### src/rtl/sd_block_arbiter.sv
// sd_block_arbiter: round-robin arbiter that shares one mist_io SD block port
// among NREQ sector requesters (floppy/HDD controllers).
//
// The winner's LBA, drive slot and direction are latched at grant time and held
// for the whole operation. The sd_ack handshake is tracked: an optional ack
// timeout is applied while waiting for sd_ack to rise. Bytes written into the
// FPGA buffer are counted so that a short read can be detected.
//
// Ports
//   clk_sys, reset_n            clock, asynchronous active-low reset
//   req_rd/req_wr [NREQ]        level requests: read / write one sector
//   req_drive [NREQ]            mist_io drive slot per requester
//   req_lba [NREQ*32]           per-requester LBA, slice i = [32*i +: 32]
//   req_buff_din [NREQ*8]       per-requester buffer read data, slice i = [8*i +: 8]
//   gnt [NREQ]                  one-hot grant, held for the whole operation
//   done/err [NREQ]             one-cycle completion / failure pulses
//   req_buff_wr [NREQ]          sd_buff_wr steered to the granted requester
//   req_buff_addr/req_buff_dout buffer address / data passthrough
//   sd_lba, sd_rd, sd_wr        registered command to mist_io
//   sd_ack, sd_buff_wr,
//   sd_buff_addr, sd_buff_dout  from mist_io
//   sd_buff_din                 granted requester's buffer data, 0 when idle
module sd_block_arbiter #(
  parameter int unsigned NREQ        = 4,
  parameter logic [23:0] ACK_TIMEOUT = 24'd0
) (
  input  logic              clk_sys,
  input  logic              reset_n,
  input  logic [NREQ-1:0]   req_rd,
  input  logic [NREQ-1:0]   req_wr,
  input  logic [NREQ-1:0]   req_drive,
  input  logic [NREQ*32-1:0] req_lba,
  input  logic [NREQ*8-1:0] req_buff_din,
  output logic [NREQ-1:0]   gnt,
  output logic [NREQ-1:0]   done,
  output logic [NREQ-1:0]   err,
  output logic [NREQ-1:0]   req_buff_wr,
  output logic [8:0]        req_buff_addr,
  output logic [7:0]        req_buff_dout,
  output logic [31:0]       sd_lba,
  output logic [1:0]        sd_rd,
  output logic [1:0]        sd_wr,
  input  logic              sd_ack,
  input  logic              sd_buff_wr,
  input  logic [8:0]        sd_buff_addr,
  input  logic [7:0]        sd_buff_dout,
  output logic [7:0]        sd_buff_din
);

  localparam int unsigned IdxW = (NREQ > 1) ? $clog2(NREQ) : 1;

  typedef enum logic [2:0] {
    StIdle,
    StIssue,
    StXfer,
    StDone,
    StError
  } state_e;

  state_e            state_q, state_d;
  logic [IdxW-1:0]   rr_ptr_q, rr_ptr_d;
  logic [IdxW-1:0]   idx_q, idx_d;
  logic [NREQ-1:0]   gnt_q, gnt_d;
  logic [NREQ-1:0]   done_q, done_d;
  logic [NREQ-1:0]   err_q, err_d;
  logic [1:0]        sd_rd_q, sd_rd_d;
  logic [1:0]        sd_wr_q, sd_wr_d;
  logic [31:0]       sd_lba_q, sd_lba_d;
  logic              drive_q, drive_d;
  logic              is_wr_q, is_wr_d;
  logic [9:0]        byte_cnt_q, byte_cnt_d;
  logic [23:0]       tmo_cnt_q, tmo_cnt_d;

  // Round-robin winner search starting at rr_ptr.
  logic              pend_any;
  logic [IdxW-1:0]   win_idx;
  logic [IdxW-1:0]   cand_idx;
  logic [IdxW-1:0]   win_next;

  always_comb begin
    pend_any = 1'b0;
    win_idx  = '0;
    cand_idx = '0;
    for (int unsigned k = 0; k < NREQ; k++) begin
      cand_idx = IdxW'((32'(rr_ptr_q) + k) % NREQ);
      if (!pend_any && (req_rd[cand_idx] || req_wr[cand_idx])) begin
        pend_any = 1'b1;
        win_idx  = cand_idx;
      end
    end
    win_next = IdxW'((32'(win_idx) + 32'd1) % NREQ);
  end

  always_comb begin
    state_d    = state_q;
    rr_ptr_d   = rr_ptr_q;
    idx_d      = idx_q;
    gnt_d      = gnt_q;
    done_d     = '0;
    err_d      = '0;
    sd_rd_d    = sd_rd_q;
    sd_wr_d    = sd_wr_q;
    sd_lba_d   = sd_lba_q;
    drive_d    = drive_q;
    is_wr_d    = is_wr_q;
    byte_cnt_d = byte_cnt_q;
    tmo_cnt_d  = tmo_cnt_q;

    unique case (state_q)
      StIdle: begin
        if (pend_any) begin
          gnt_d          = '0;
          gnt_d[win_idx] = 1'b1;
          idx_d          = win_idx;
          sd_lba_d       = req_lba[win_idx*32 +: 32];
          drive_d        = req_drive[win_idx];
          // A write wins when both request lines are raised together.
          is_wr_d        = req_wr[win_idx];
          if (req_wr[win_idx]) begin
            sd_wr_d = req_drive[win_idx] ? 2'b10 : 2'b01;
            sd_rd_d = 2'b00;
          end else begin
            sd_rd_d = req_drive[win_idx] ? 2'b10 : 2'b01;
            sd_wr_d = 2'b00;
          end
          rr_ptr_d   = win_next;
          tmo_cnt_d  = '0;
          byte_cnt_d = '0;
          state_d    = StIssue;
        end
      end

      StIssue: begin
        if (sd_ack) begin
          sd_rd_d = 2'b00;
          sd_wr_d = 2'b00;
          state_d = StXfer;
        end else if ((ACK_TIMEOUT != 24'd0) && (tmo_cnt_q == ACK_TIMEOUT - 24'd1)) begin
          sd_rd_d = 2'b00;
          sd_wr_d = 2'b00;
          err_d   = gnt_q;
          state_d = StError;
        end else begin
          tmo_cnt_d = tmo_cnt_q + 24'd1;
        end
      end

      StXfer: begin
        if (sd_buff_wr && (byte_cnt_q != 10'd1023)) begin
          byte_cnt_d = byte_cnt_q + 10'd1;
        end
        if (!sd_ack) begin
          // Writes complete on ack fall; reads must have filled the full sector.
          if (is_wr_q || (byte_cnt_q == 10'd512)) begin
            done_d  = gnt_q;
            state_d = StDone;
          end else begin
            err_d   = gnt_q;
            state_d = StError;
          end
        end
      end

      StDone, StError: begin
        gnt_d   = '0;
        state_d = StIdle;
      end

      default: begin
        gnt_d   = '0;
        sd_rd_d = 2'b00;
        sd_wr_d = 2'b00;
        state_d = StIdle;
      end
    endcase
  end

  always_ff @(posedge clk_sys or negedge reset_n) begin
    if (!reset_n) begin
      state_q    <= StIdle;
      rr_ptr_q   <= '0;
      idx_q      <= '0;
      gnt_q      <= '0;
      done_q     <= '0;
      err_q      <= '0;
      sd_rd_q    <= 2'b00;
      sd_wr_q    <= 2'b00;
      sd_lba_q   <= '0;
      drive_q    <= 1'b0;
      is_wr_q    <= 1'b0;
      byte_cnt_q <= '0;
      tmo_cnt_q  <= '0;
    end else begin
      state_q    <= state_d;
      rr_ptr_q   <= rr_ptr_d;
      idx_q      <= idx_d;
      gnt_q      <= gnt_d;
      done_q     <= done_d;
      err_q      <= err_d;
      sd_rd_q    <= sd_rd_d;
      sd_wr_q    <= sd_wr_d;
      sd_lba_q   <= sd_lba_d;
      drive_q    <= drive_d;
      is_wr_q    <= is_wr_d;
      byte_cnt_q <= byte_cnt_d;
      tmo_cnt_q  <= tmo_cnt_d;
    end
  end

  always_comb begin
    gnt           = gnt_q;
    done          = done_q;
    err           = err_q;
    sd_rd         = sd_rd_q;
    sd_wr         = sd_wr_q;
    sd_lba        = sd_lba_q;
    req_buff_addr = sd_buff_addr;
    req_buff_dout = sd_buff_dout;
    // Buffer writes from mist_io only reach a requester during the data phase.
    req_buff_wr   = (state_q == StXfer && sd_buff_wr) ? gnt_q : '0;
    sd_buff_din   = (gnt_q != '0) ? req_buff_din[idx_q*8 +: 8] : 8'h00;
  end

endmodule
### config.mk
export PLATFORM = sky130hd
export DESIGN_NAME = sd_block_arbiter
export DESIGN_NICKNAME = d
export VERILOG_FILES = /design/src/rtl/sd_block_arbiter.sv
export SDC_FILE = /design/constraint.sdc
export NUM_CORES = 1
export LEC_CHECK = 0
export BUFFER_PORTS_ARGS = -buffer_cell sky130_fd_sc_hd__buf_2
export CORE_AREA = 2 2 108 110
export DETAILED_ROUTE_END_ITERATION = 6
export DIE_AREA = 0 0 110 112
export PLACE_DENSITY = 0.85
export SLEW_MARGIN = 5
export SYNTH_ARGS = -nofsm -noshare
export SYNTH_HDL_FRONTEND = slang
export SYNTH_SLANG_ARGS = --single-unit
### constraint.sdc
create_clock -name clk_sys -period 2.8 [get_ports clk_sys]
set_input_delay 0.14 -clock clk_sys [delete_from_list [all_inputs] [get_ports clk_sys]]
set_output_delay 0.14 -clock clk_sys [all_outputs]
set_load 0.02 [all_outputs]
# Yosys cells after proc, flatten, opt, wreduce, memory -nomap -nowiden
# Index checks and enable logic that the tools add are counted.
# word_totals
ff_bits	66
out_inout_bits	77
elab_cells	116
# op_classes
addsub	5
order_cmp	6
n_eq_ne	10
shift	2
muxes	56
bitwise	2
reduce_logical	24
# ops
cell	n
128-bit by 8-bit indexed part select with 32-bit output	1
4-bit two-way mux	8
32-bit by 6-bit indexed part select with 8-bit output	1
1-bit binary-select mux with 2-bit select	10
10-bit two-way mux	2
2-bit two-way mux	10
10-bit case mux with 2 select lines	1
2-bit by 3-bit less-than comparator with 1-bit output, second input constant	5
1-bit two-way mux	15
3-bit two-way mux	4
2-bit case mux with 3 select lines	2
10-bit by 1-bit adder with 10-bit output, second input constant	1
10-bit == test, second input constant	1
10-bit inequality test, second input constant	1
3-bit case mux with 3 select lines	1
3-bit AND reduction	3
8-bit two-way mux	1
2-bit inequality test, second input constant	4
4-bit case mux with 2 select lines	1
3-bit by 2-bit == test with 1-bit output, second input constant	2
1-bit logical AND	6
1-bit logical OR	5
2-bit by 1-bit adder with 2-bit output, second input constant	2
2-bit adder, second input constant	2
other kinds (12)	16

# Depth between registers and ports, before layout
# logic_depth
word_depth	19
depth_mapped	10

# Worst setup path before layout
# Ideal clock, no wire load.
# synth_path
path_type	reg2reg
from	register rr_ptr_q[1]
to	register sd_wr_q[0] (netlist: sd_wr[0])
setup_ns	0.122
t_arrival_ns	1.801
required_ns	2.678
slack_ns	0.878
path_stages_with_launch	9
n_path_buf	2
synth_period_minus_slack_ns	1.922
cell_sequence	dfrtp_1 o21bai_2 a21boi_2 nor3_2 buf_4 buf_12 mux2i_1 mux2_4 a32o_1
# synth_via
elab_chain_cells	19
word_cells_on_any_way	47
# synth_rtl
element	line	source
start: declaration	61	logic [IdxW-1:0] rr_ptr_q, rr_ptr_d;
start signal: assignment	195	rr_ptr_q <= rr_ptr_d;
branches (longest 19 deep; another with 2-bit by 1-bit adder with 2-bit output)	--	
end signal: assignment	201	sd_wr_q <= sd_wr_d;
end: declaration	67	logic [1:0] sd_wr_q, sd_wr_d;
# Parallel ways; which one is timed is not known. The select of a mux whose other input is x is not followed.
# A chain may end at the register's enable or synchronous reset.

# Worst setup path in the final report
# layout_path
from	register rr_ptr_q[1]
to	register sd_lba_q[7] (netlist: sd_lba[7])
# layout_via
elab_chain_cells	14
word_cells_on_any_way	39
# layout_rtl
element	line	source
branches (longest 14 deep; another with 2-bit by 1-bit adder with 2-bit output)	--	
end signal: assignment	202	sd_lba_q <= sd_lba_d;
end: declaration	68	logic [31:0] sd_lba_q, sd_lba_d;
# Parallel ways; which one is timed is not known. The select of a mux whose other input is x is not followed.

==> metrics.md <==
| Metric | Value |
|---|---|
| Peak supply drop | `0.000485 V` |
| Vias | `3933` |
| Post-synthesis simple-gate area fraction | `13.6%` |
| I/O pins | `270` |
| Post-CTS sizing | `0` |
| Hold Violations, Final | `0` |
| Crit end category | `flip-flop` |
| Max-cap violations | `0` |
| Top_reg_cell synth | `dfrtp_1` |
| Type of origin of the critical path | `flip-flop` |
| Clk slew on worst S/H paths | `0.06 ns` |
| Die height | `112 um` |
| Worst-skew pair later-pin latency | `0.32 ns` |
| Synth Area in Adders | `1.71%` |
| Final ANT Viol Nets | `0` |
| Area contributors post-synth | `dfrtp_1 38%, mux2i_1 15%, mux2_2 8.2%` |
| Iter 0 DRT Violations | `115` |
| Post-Route WL | `11800 um` |
| CTS root buf | `clkbuf_16` |
| Post-synthesis mux area share | `27.7%` |
| CTS tree | `yes` |
| Setup TNS | `0 ns` |
| Vias in the first global route | `3952` |
| Largest family of logic cells by synthesized area | `multiplexers` |
| Setup Crit Path Kind | `flip-flop to flip-flop` |
| Design area | `0.00593 mm^2` |
| Final worst-path cycle share | `80.9%` |
| Max-slew violations | `0` |
| Yosys top cell area share | `37.6%` |
| CP required | `3.04 ns` |
| EDFF count, synth | `0` |
| Critical Path AT | `2.51 ns` |
| Min-delay worst type | `input pin to flip-flop` |
| Pwr dens | `1050 mW/mm^2` |
| Htree depth | `3` |
| Layout cell share with drive strength beyond 1 | `48.2%` |
| Status | `finished clean` |
| Die Wd | `110 um` |
| Gr usage total | `19.5%` |
| Synth Area in XOR/XNOR | `1.40%` |
| Inst Count DP | `780` |
| Synth Area in Compound Gates | `10.4%` |
| Core Area | `0.0112 mm^2` |
| Setup WS post-layout | `0.534 ns` |
| Yosys warning total | `0` |
| Fraction of registers with async set/reset | `100%` |
| # rows | `39` |
| Layout net count | `848` |
| Die area | `0.0123 mm^2` |
| Total congestion overflow | `0` |
| Cell taking the most area after synthesis | `dfrtp_1` |
| Post-synthesis cell area | `0.00439 mm^2` |
| Initial antenna violation count | `0` |
| Clock skew | `0.00548 ns` |
| Cells after synthesis | `432` |
| Via/cell ratio | `4.93` |
| Hold WS | `0.124 ns` |
| Layout area overhead | `35.1%` |
| Sequential element share of the synthesized area | `37.6%` |
| DPL Wire Length | `9260 um` |
| Fin cells | `797` |
| Num CTS Buffers | `9` |
| Static leakage | `3.11 nW` |
| DRT Pass-1 Iters | `4` |
| Yosys reg bits | `66` |
| RSZ-0062 raised after global routing | `no` |
| Fmax | `441 MHz` |
| Relative slew slack | `42.4%` |
| Syn Area/Cell | `10.2 um^2` |
| Crit Path Max Fanout | `45` |
| Tightest Pin Transition | `0.865 ns` |
| PortBufs | `235` |
| Gpl congestion | `0.841` |
| Synth unique cells | `52` |
| Min Tclk post-route | `2.27 ns` |
| Final setup fails | `0` |
| Initial Utilization | `39.3%` |
| Drc violations | `0` |
| Net Count, Synth | `631` |
| Largest net degree at the start of global routing | `46` |
| Dpl cell area | `0.00557 mm^2` |
| WL/cell | `14.8 um` |
| Place WS | `0.539 ns` |
| Ant diodes | `0` |
| First-pass GRT wire length | `18800 um` |
| Clock Sink Count | `66` |
| Longest Clk Path Bufs | `2` |
## power by group
group          internal, W  total, W  switching, W
combinational      0.00146   0.00334       0.00188
sequential         0.00130   0.00159      0.000292
clock             0.000879   0.00132      0.000443
## timing repair
item,CTS,global route
endpoints found under the hold margin,35,0
buffers inserted,0,0
hold buffers,1,0
setup endpoints to repair,0,0
## stage by stage
step,power (W),util (%)
after floorplan,0.00409,-
after global placement,0.00490,49.9
after detailed placement,0.00498,49.9
after CTS,0.00632,53.1
after global routing,0.00671,53.1
final,0.00626,53.1
## synthesized netlist by cell type, types with 2 or more instances
| library cell | instances |
|---|---|
| o21ai_0 | 38 |
| xor2_1 | 3 |
| nor3_2 | 2 |
| xnor2_1 | 4 |
| o31ai_2 | 2 |
| a21oi_2 | 2 |
| a21oi_1 | 5 |
| clkbuf_1 | 10 |
| o21a_1 | 2 |
| nand3_1 | 7 |
| ha_1 | 6 |
| nor2b_1 | 10 |
| mux2_2 | 32 |
| o31ai_1 | 2 |
| and2_1 | 12 |
| nor2_1 | 16 |
| inv_1 | 11 |
| nand4_1 | 2 |
| nand2_1 | 55 |
| mux4_2 | 8 |
| o21ai_1 | 8 |
| nor3_1 | 2 |
| mux2i_1 | 66 |
| buf_6 | 5 |
| or4_1 | 3 |
| a211o_1 | 2 |
| buf_4 | 18 |
| a31oi_1 | 2 |
| nor4_1 | 3 |
| and3_1 | 3 |
| dfrtp_1 | 66 |
| buf_2 | 5 |
## path summary, 6_finish.rpt
check	startpoint	endpoint	slack [ns]	cells past startpoint
max	rr_ptr_q[1]$_DFFE_PN0P_	sd_lba[7]$_DFFE_PN0P_	0.53	8
min	sd_ack	state_q[1]$_DFFE_PN0P_	0.12	3
max reg2reg	rr_ptr_q[1]$_DFFE_PN0P_	sd_lba[7]$_DFFE_PN0P_	0.53	8
min reg2reg	sd_lba[17]$_DFFE_PN0P_	sd_lba[17]$_DFFE_PN0P_	0.47	2
max in group asynchronous	reset_n	sd_lba[3]$_DFFE_PN0P_	1.52	3
min in group asynchronous	reset_n	gnt[1]$_DFFE_PN0P_	0.46	2
## area by class of cell
class	count	area, um^2
repair buffers	247	1280
clock buffers	9	225
multi-input cells	314	2430
inverters	11	41.3
well taps	143	179
clock inverters	7	125
fillers	1024	5240
flip-flops and latches	66	1650
## worst max-delay path, stage by stage, from the launching register on
cell and delay (ns):
dfrtp_1 0.46, nor3_2 0.23, a211oi_2 0.10, nor3_4 0.21, buf_12 0.30, buf_4 0.32, mux2i_1 0.12, mux2_2 0.26
o21ai_0 0.14
## placed cells by master, fill, tap and decap left out, types with 3 or more instances in the layout
| cell | Yosys | routed |
|---|---|---|
| buf_2 | 5 | 235 |
| mux2i_1 | 66 | 66 |
| dfrtp_1 | 66 | 66 |
| nand2_1 | 55 | 55 |
| o21ai_0 | 38 | 38 |
| mux2_2 | 32 | 32 |
| nor2_1 | 16 | 16 |
| and2_1 | 12 | 12 |
| inv_1 | 11 | 11 |
| nor2b_1 | 10 | 10 |
| buf_4 | 18 | 10 |
| clkbuf_16 | 0 | 9 |
| mux4_2 | 8 | 8 |
| nand3_1 | 7 | 7 |
| o21ai_1 | 8 | 7 |
| ha_1 | 6 | 6 |
| a21oi_1 | 5 | 5 |
| xnor2_1 | 4 | 4 |
| nor4_1 | 3 | 3 |
| or4_1 | 3 | 3 |
| and3_1 | 3 | 3 |
| xor2_1 | 3 | 3 |
| bufinv_16 | 0 | 3 |
## layer usage
| layer | vias to the layer above | track usage (%) | wire length, um |
|---|---|---|---|
| li1 | 1960 | - | - |
| met1 | 1795 | 23.5 | 4830 |
| met2 | 157 | 33.6 | 5970 |
| met3 | 21 | 5.15 | 723 |
| met4 | 0 | 5.91 | 236 |
| met5 | - | 0 | 0 |
## cells by family (layout without fill, tap and decap cells)
logic type / count (synthesis) / after routing
AND/OR/NAND/NOR: 121 / 121
adder cells (fa/ha/maj): 6 / 6
multiplexers: 107 / 107
XOR/XNOR: 7 / 7
buffers and inverters: 52 / 274
flip-flops: 66 / 66
AO/OA/AOI/OAI: 73 / 73
## sequential cells by signal, indices dropped and copies added (netlist names)
name        flops
rr_ptr_q        2
idx_q           2
err             4
sd_rd           2
state_q         3
sd_wr           2
sd_lba         32
done            4
gnt             4
is_wr_q         1
byte_cnt_q     10
Power figures use the tool's default switching activity.
